`src/rtl/instruction_loader.sv`:
```
// instruction_loader: parses a 16-bit word count plus big-endian 32-bit words into instruction memory writes.
// Define INSTRUCTION_LOADER_CHECKSUM_EN to require a trailing XOR checksum byte before completion.
module instruction_loader #(
  parameter int unsigned ADDR_WIDTH = 10,
  parameter logic [31:0] BASE_ADDR  = 32'h0000_0000
) (
  input  logic        clock,
  input  logic        reset,
  input  logic        start,
  input  logic [7:0]  byte_in,
  input  logic        byte_valid,
  output logic        byte_ready,
  output logic        mem_we,
  output logic [31:0] mem_addr,
  output logic [31:0] mem_wdata,
  output logic        cpu_hold,
  output logic        done,
  output logic        error
);

  typedef enum logic [2:0] {
    S_IDLE, S_LEN_HI, S_LEN_LO, S_DATA, S_FLUSH, S_DONE, S_ERROR, S_CHECK
  } state_t;

`ifdef INSTRUCTION_LOADER_CHECKSUM_EN
  localparam bit CHECKSUM_EN = 1'b1;
`else
  localparam bit CHECKSUM_EN = 1'b0;
`endif

  state_t      state_reg;
  logic [15:0] count_reg;
  logic [15:0] index_reg;
  logic [1:0]  byte_cnt_reg;
  logic [23:0] word_reg;
  logic        we_pending_reg;
`ifdef INSTRUCTION_LOADER_CHECKSUM_EN
  logic [7:0]  csum_reg;
`endif

  logic        accept;
  logic [15:0] len_value;
  logic        len_too_big;
  logic        last_word;

  assign accept      = byte_valid && byte_ready;
  assign len_value   = {count_reg[15:8], byte_in};
  assign len_too_big = 32'(len_value) > (32'd1 << ADDR_WIDTH);
  assign last_word   = (index_reg == count_reg - 16'd1);

  always_ff @(posedge clock) begin
    if (reset) begin
      state_reg      <= S_IDLE;
      byte_ready     <= 1'b0;
      mem_we         <= 1'b0;
      mem_addr       <= BASE_ADDR;
      mem_wdata      <= 32'h0;
      cpu_hold       <= 1'b0;
      done           <= 1'b0;
      error          <= 1'b0;
      count_reg      <= 16'h0;
      index_reg      <= 16'h0;
      byte_cnt_reg   <= 2'd0;
      word_reg       <= 24'h0;
      we_pending_reg <= 1'b0;
`ifdef INSTRUCTION_LOADER_CHECKSUM_EN
      csum_reg       <= 8'h0;
`endif
    end else begin
      // The write strobe trails the registered word/address by one cycle.
      mem_we         <= we_pending_reg;
      we_pending_reg <= 1'b0;

      case (state_reg)
        S_IDLE, S_DONE, S_ERROR: begin
          if (start) begin
            state_reg    <= S_LEN_HI;
            byte_ready   <= 1'b1;
            cpu_hold     <= 1'b1;
            done         <= 1'b0;
            error        <= 1'b0;
            index_reg    <= 16'h0;
            byte_cnt_reg <= 2'd0;
`ifdef INSTRUCTION_LOADER_CHECKSUM_EN
            csum_reg     <= 8'h0;
`endif
          end
        end

        S_LEN_HI: begin
          if (accept) begin
            count_reg[15:8] <= byte_in;
            state_reg       <= S_LEN_LO;
          end
        end

        S_LEN_LO: begin
          if (accept) begin
            count_reg[7:0] <= byte_in;
            if (len_value == 16'h0) begin
              state_reg  <= CHECKSUM_EN ? S_CHECK : S_DONE;
              byte_ready <= CHECKSUM_EN;
              done       <= !CHECKSUM_EN;
              cpu_hold   <= CHECKSUM_EN;
            end else if (len_too_big) begin
              state_reg  <= S_ERROR;
              byte_ready <= 1'b0;
              error      <= 1'b1;
            end else begin
              state_reg  <= S_DATA;
            end
          end
        end

        S_DATA: begin
          if (accept) begin
            word_reg     <= {word_reg[15:0], byte_in};
            byte_cnt_reg <= byte_cnt_reg + 2'd1;
`ifdef INSTRUCTION_LOADER_CHECKSUM_EN
            csum_reg     <= csum_reg ^ byte_in;
`endif
            if (byte_cnt_reg == 2'd3) begin
              mem_wdata      <= {word_reg, byte_in};
              mem_addr       <= BASE_ADDR + 32'({index_reg, 2'b00});
              we_pending_reg <= 1'b1;
              index_reg      <= index_reg + 16'd1;
              if (last_word) begin
                state_reg  <= S_FLUSH;
                byte_ready <= 1'b0;
              end
            end
          end
        end

        // Wait until the final strobe has actually been presented.
        S_FLUSH: begin
          if (mem_we) begin
            state_reg  <= CHECKSUM_EN ? S_CHECK : S_DONE;
            byte_ready <= CHECKSUM_EN;
            done       <= !CHECKSUM_EN;
            cpu_hold   <= CHECKSUM_EN;
          end
        end

`ifdef INSTRUCTION_LOADER_CHECKSUM_EN
        S_CHECK: begin
          if (accept) begin
            byte_ready <= 1'b0;
            if (byte_in == csum_reg) begin
              state_reg <= S_DONE;
              done      <= 1'b1;
              cpu_hold  <= 1'b0;
            end else begin
              state_reg <= S_ERROR;
              error     <= 1'b1;
            end
          end
        end
`endif

        default: begin
          state_reg  <= S_IDLE;
          byte_ready <= 1'b0;
        end
      endcase
    end
  end

endmodule

```
`config.mk`:
```
export PLATFORM = sky130hd
export DESIGN_NAME = instruction_loader
export DESIGN_NICKNAME = d
export VERILOG_FILES = /design/src/rtl/instruction_loader.sv
export SDC_FILE = /design/constraint.sdc
export NUM_CORES = 1
export LEC_CHECK = 0
export ABC_AREA = 1
export CAP_MARGIN = 20
export CORE_MARGIN = 5
export CORE_UTILIZATION = 35
export DETAILED_ROUTE_END_ITERATION = 8
export PLACE_DENSITY = 0.65
export SETUP_SLACK_MARGIN = 0.2
export SLEW_MARGIN = 30
export SYNTH_ARGS = -nofsm -noshare
export SYNTH_HDL_FRONTEND = slang
export SYNTH_SLANG_ARGS = --single-unit
```
`constraint.sdc`:
```
create_clock -name clock -period 1.8 [get_ports clock]
set_clock_uncertainty 0.1 [all_clocks]
set_input_delay 0.18 -clock clock [delete_from_list [all_inputs] [get_ports clock]]
set_output_delay 0.18 -clock clock [all_outputs]
set_load 0.05 [all_outputs]
```
==> results.yml <==
run_status:
  status: "complete, but fails checks"
  violations: "negative setup slack"
global_route:
  grt_max_degree: 37
  grt_remaining_overflow: 0
  grt_pass1_vias: 5149
  grt_pass1_wl_um: 25300
  grt_antenna_before_repair: 0
  grt_use_total_pct: 17.8
clocking:
  cts_buffers: 17
  clk_path_buf_depth: 2
  clkSinkCount: 115
  cts-root-buf: "clkbuf_16"
  h-tree-depth: 4
  cts.clk_slew.worst_paths_ns: 0.06
  cts_tree: "built"
  clk_latency_ns: 0.42
  hold_buffers: 0
worst_setup_path:
  rr_endpoint: "index_reg[14]$_SDFFE_PP0P_"
  worstPathCellList: "inv_4 -> nand2_4 -> o21ai_4 -> inv_4 -> buf_12 -> o21ai_4 -> nand3_4 -> nor3_4 -> nand3_1 -> nor2_1 -> nor2_1"
  cp_max_fo: 5
  crit_arrival_ns: 2.11
  start_kind: "register"
  cp_slowest_stage_delay_ns: 0.37
  rrSetupSlack_ns: -0.09
  cp_data_required_time_ns: 2.02
  cp_slowest_cell: "dfxtp_4"
  reg2regPathDepth: 11
  r2r_start: "state_reg[0]$_SDFFE_PP0P_"
  worstSetupPathType: "reg -> reg"
  cp-end-kind: "register"
timing:
  fin_crit_sh_pct: 105
  rsz0062_at_grt: "true"
  fmax_mhz: 529
  final-hold-violation-count: 0
  fin_ws_ns: -0.0911
  final-setup-viol-count: 31
  drv_slew: 0
  hold_slack_ns: 0.317
  period_minus_slack_ns: 1.89
  fin_setup_tns_ns: -0.783
finish:
  finalNonFillerCells: 1098
  final_nets: 912
  area_growth_syn_to_layout_pct: 60.2
  largest_reg_flops: 32
  fill_cells: 1305
  seqCellArea_um2: 2340
  antenna_cells: 0
  drive_gt1_share_pct: 41.9
  fin_util_pct: 56.5
  multiInputGateArea_um2: 3220
  design_area_um2: 8500
detailed_routing:
  viasPerCell: 4.82
  drc: 0
  vias: 5290
  wire_per_inst_um: 14.8
  first_iter_violations: 285
  final_antenna_net_count: 0
  dr.pass1.iters: 5
  finalWirelength_um: 16300
logic_synthesis:
  avgSynthCellArea_um2: 7.35
  synthArstFlopShare_pct: 0
  synth_area_leaders: "dfxtp_1, nand2_1, nor2_1"
  postSynthCellCount: 722
  netlist_area_um2: 5300
  yosysUniqueCellTypes: 43
  ys_seq_area_share_pct: 43.4
  synth_top_cell_by_area: "dfxtp_1"
  synth_top_area_share_pct: 43.4
  synth_ff_type: "dfxtp_1"
  synth_warnings: 0
  ys_seq_elements: 115
  synth_edf_count: 0
placed_design:
  gp_routability_congestion: 0.884
  port_buffers: 64
  dpl_cell_area_um2: 6670
  dp_hpwl_um: 10700
  dp_cells: 1029
  place_worst_setup_slack_ns: -0.216
hold_path:
  min_from: "we_pending_reg$_SDFF_PP0_"
  hold_class: "reg -> reg"
  hold_depth: 2
  holdPathEnd: "mem_we$_SDFF_PP0_"
die:
  initial_utilization_pct: 35.3
  die_y_um: 133
  boundaryPins: 81
  num_rows: 45
  fp.coreArea_um2: 15000
  die_w_um: 133
  fp.dieArea_um2: 17700
flow_run:
  maxCapViolCount: 0
power_and_ir_drop:
  powerDensity_nw_per_um2: 1090
  power_mw: 9.28
  p_leak_nw: 3.92
  vdd_drop_max_uv: 797
==> logic make-up after synthesis <==
group                      synth area share [%]
xor gates and xnor gates                   3.14
AOI/OAI and AO/OA                          14.1
DFF                                        43.4
other                                    0.0707
buffers and inverters                      9.67
adders and majority gates                 0.708
and+or+nand+nor                            28.9
==> worst max-delay path, delay by kind of cell, from the launching register on <==
kind | cells | cell delay [ns]
AND/OR/NAND/NOR | 6 | 0.80
flip-flops | 1 | 0.37
buffers and inverters | 3 | 0.27
AO/OA/AOI/OAI | 2 | 0.24
==> metal layers <==
| layer | GRT usage, % | vias to the layer above | share of wire, % |
|---|---|---|---|
| met5 | 0 | - | 0 |
| met4 | 6.40 | 0 | 1.7 |
| met3 | 4.91 | 25 | 3.7 |
| met2 | 30.8 | 104 | 51 |
| met1 | 21.2 | 2476 | 44 |
| li1 | - | 2685 | - |
==> repair_timing <==
| action | CTS | global route |
|---|---|---|
| setup buffers | 24 | 6 |
| setup endpoints to repair | 65 | 88 |
| gates resized for setup | 116 | 150 |
| cloned | 5 | 2 |
| pin swaps | 34 | 37 |
==> synth_stat cells (2+ instances only) <==
master,instances
xnor2_1,7
ha_1,3
inv_1,55
nand4_1,7
a21oi_1,53
buf_6,5
buf_4,17
buf_1,2
nor2_8,3
nand3b_1,5
o22ai_1,2
nand2_1,126
dfxtp_1,115
nand2_4,2
clkbuf_1,15
buf_2,2
clkbuf_2,2
nor3_1,11
nor2_4,4
inv_4,3
nand3_1,52
nor4_1,2
nor2_2,4
o21ai_0,68
nor2_1,110
xor2_1,12
inv_2,3
o21ai_1,13
nand2_2,5
==> layout by cell type, fill, tap and decap left out, types with 5 or more instances in the layout <==
| cell type | instances |
|---|---|
| clkinv_4 | 5 |
| buf_16 | 5 |
| dlygate4sd2_1 | 6 |
| buf_6 | 17 |
| clkbuf_16 | 18 |
| clkbuf_2 | 7 |
| nor2_4 | 23 |
| dfxtp_1 | 100 |
| inv_4 | 7 |
| nor2_2 | 20 |
| o21ai_1 | 11 |
| nand2_1 | 109 |
| inv_1 | 48 |
| inv_2 | 5 |
| o21ai_0 | 52 |
| conb_1 | 16 |
| nor3_1 | 6 |
| nand2_2 | 15 |
| a21oi_1 | 37 |
| nand4_1 | 7 |
| dfxtp_4 | 6 |
| dfxtp_2 | 9 |
| o21ai_4 | 5 |
| nand3_1 | 18 |
| nand2_4 | 8 |
| a21oi_2 | 17 |
| buf_12 | 14 |
| buf_8 | 5 |
| nand3b_1 | 5 |
| nand3_2 | 31 |
| nor2_1 | 75 |
| o21ai_2 | 15 |
| xor2_1 | 12 |
| buf_4 | 115 |
| xnor2_1 | 7 |
| clkdlybuf4s50_1 | 11 |
==> cell type report <==
class	instances	area share [%]
sequential	115	27.5
clock inverter	12	2.11
tap	188	2.77
multi-input combinational	516	37.9
timing repair buffer	184	21.1
clock buffer	20	5.26
inverter	63	3.31
==> power breakdown <==
part,switching (mW),internal (mW),leakage [nW]
clock network,1.24,2.35,0.305
registers,0.139,2.68,0.937
logic,1.65,1.22,2.67
==> worst max-delay path by stage <==
stage,startpoint,to,slack (ns),cells after the start
CTS,count_reg[1]$_SDFFE_PP0P_,state_reg[0]$_SDFFE_PP0P_,-0.06,12
finish,state_reg[0]$_SDFFE_PP0P_,index_reg[14]$_SDFFE_PP0P_,-0.09,11
detailed placement,byte_in[5],state_reg[0]$_SDFFE_PP0P_,-0.22,12
floorplan,state_reg[1]$_SDFFE_PP0P_,mem_addr[13]$_SDFFE_PP0P_,0.13,11
global route,count_reg[4]$_SDFFE_PP0P_,state_reg[0]$_SDFFE_PP0P_,-0.26,13
global placement,byte_in[0],state_reg[0]$_SDFFE_PP0P_,-0.18,12
Note: power is estimated with default switching activity, not from simulation.
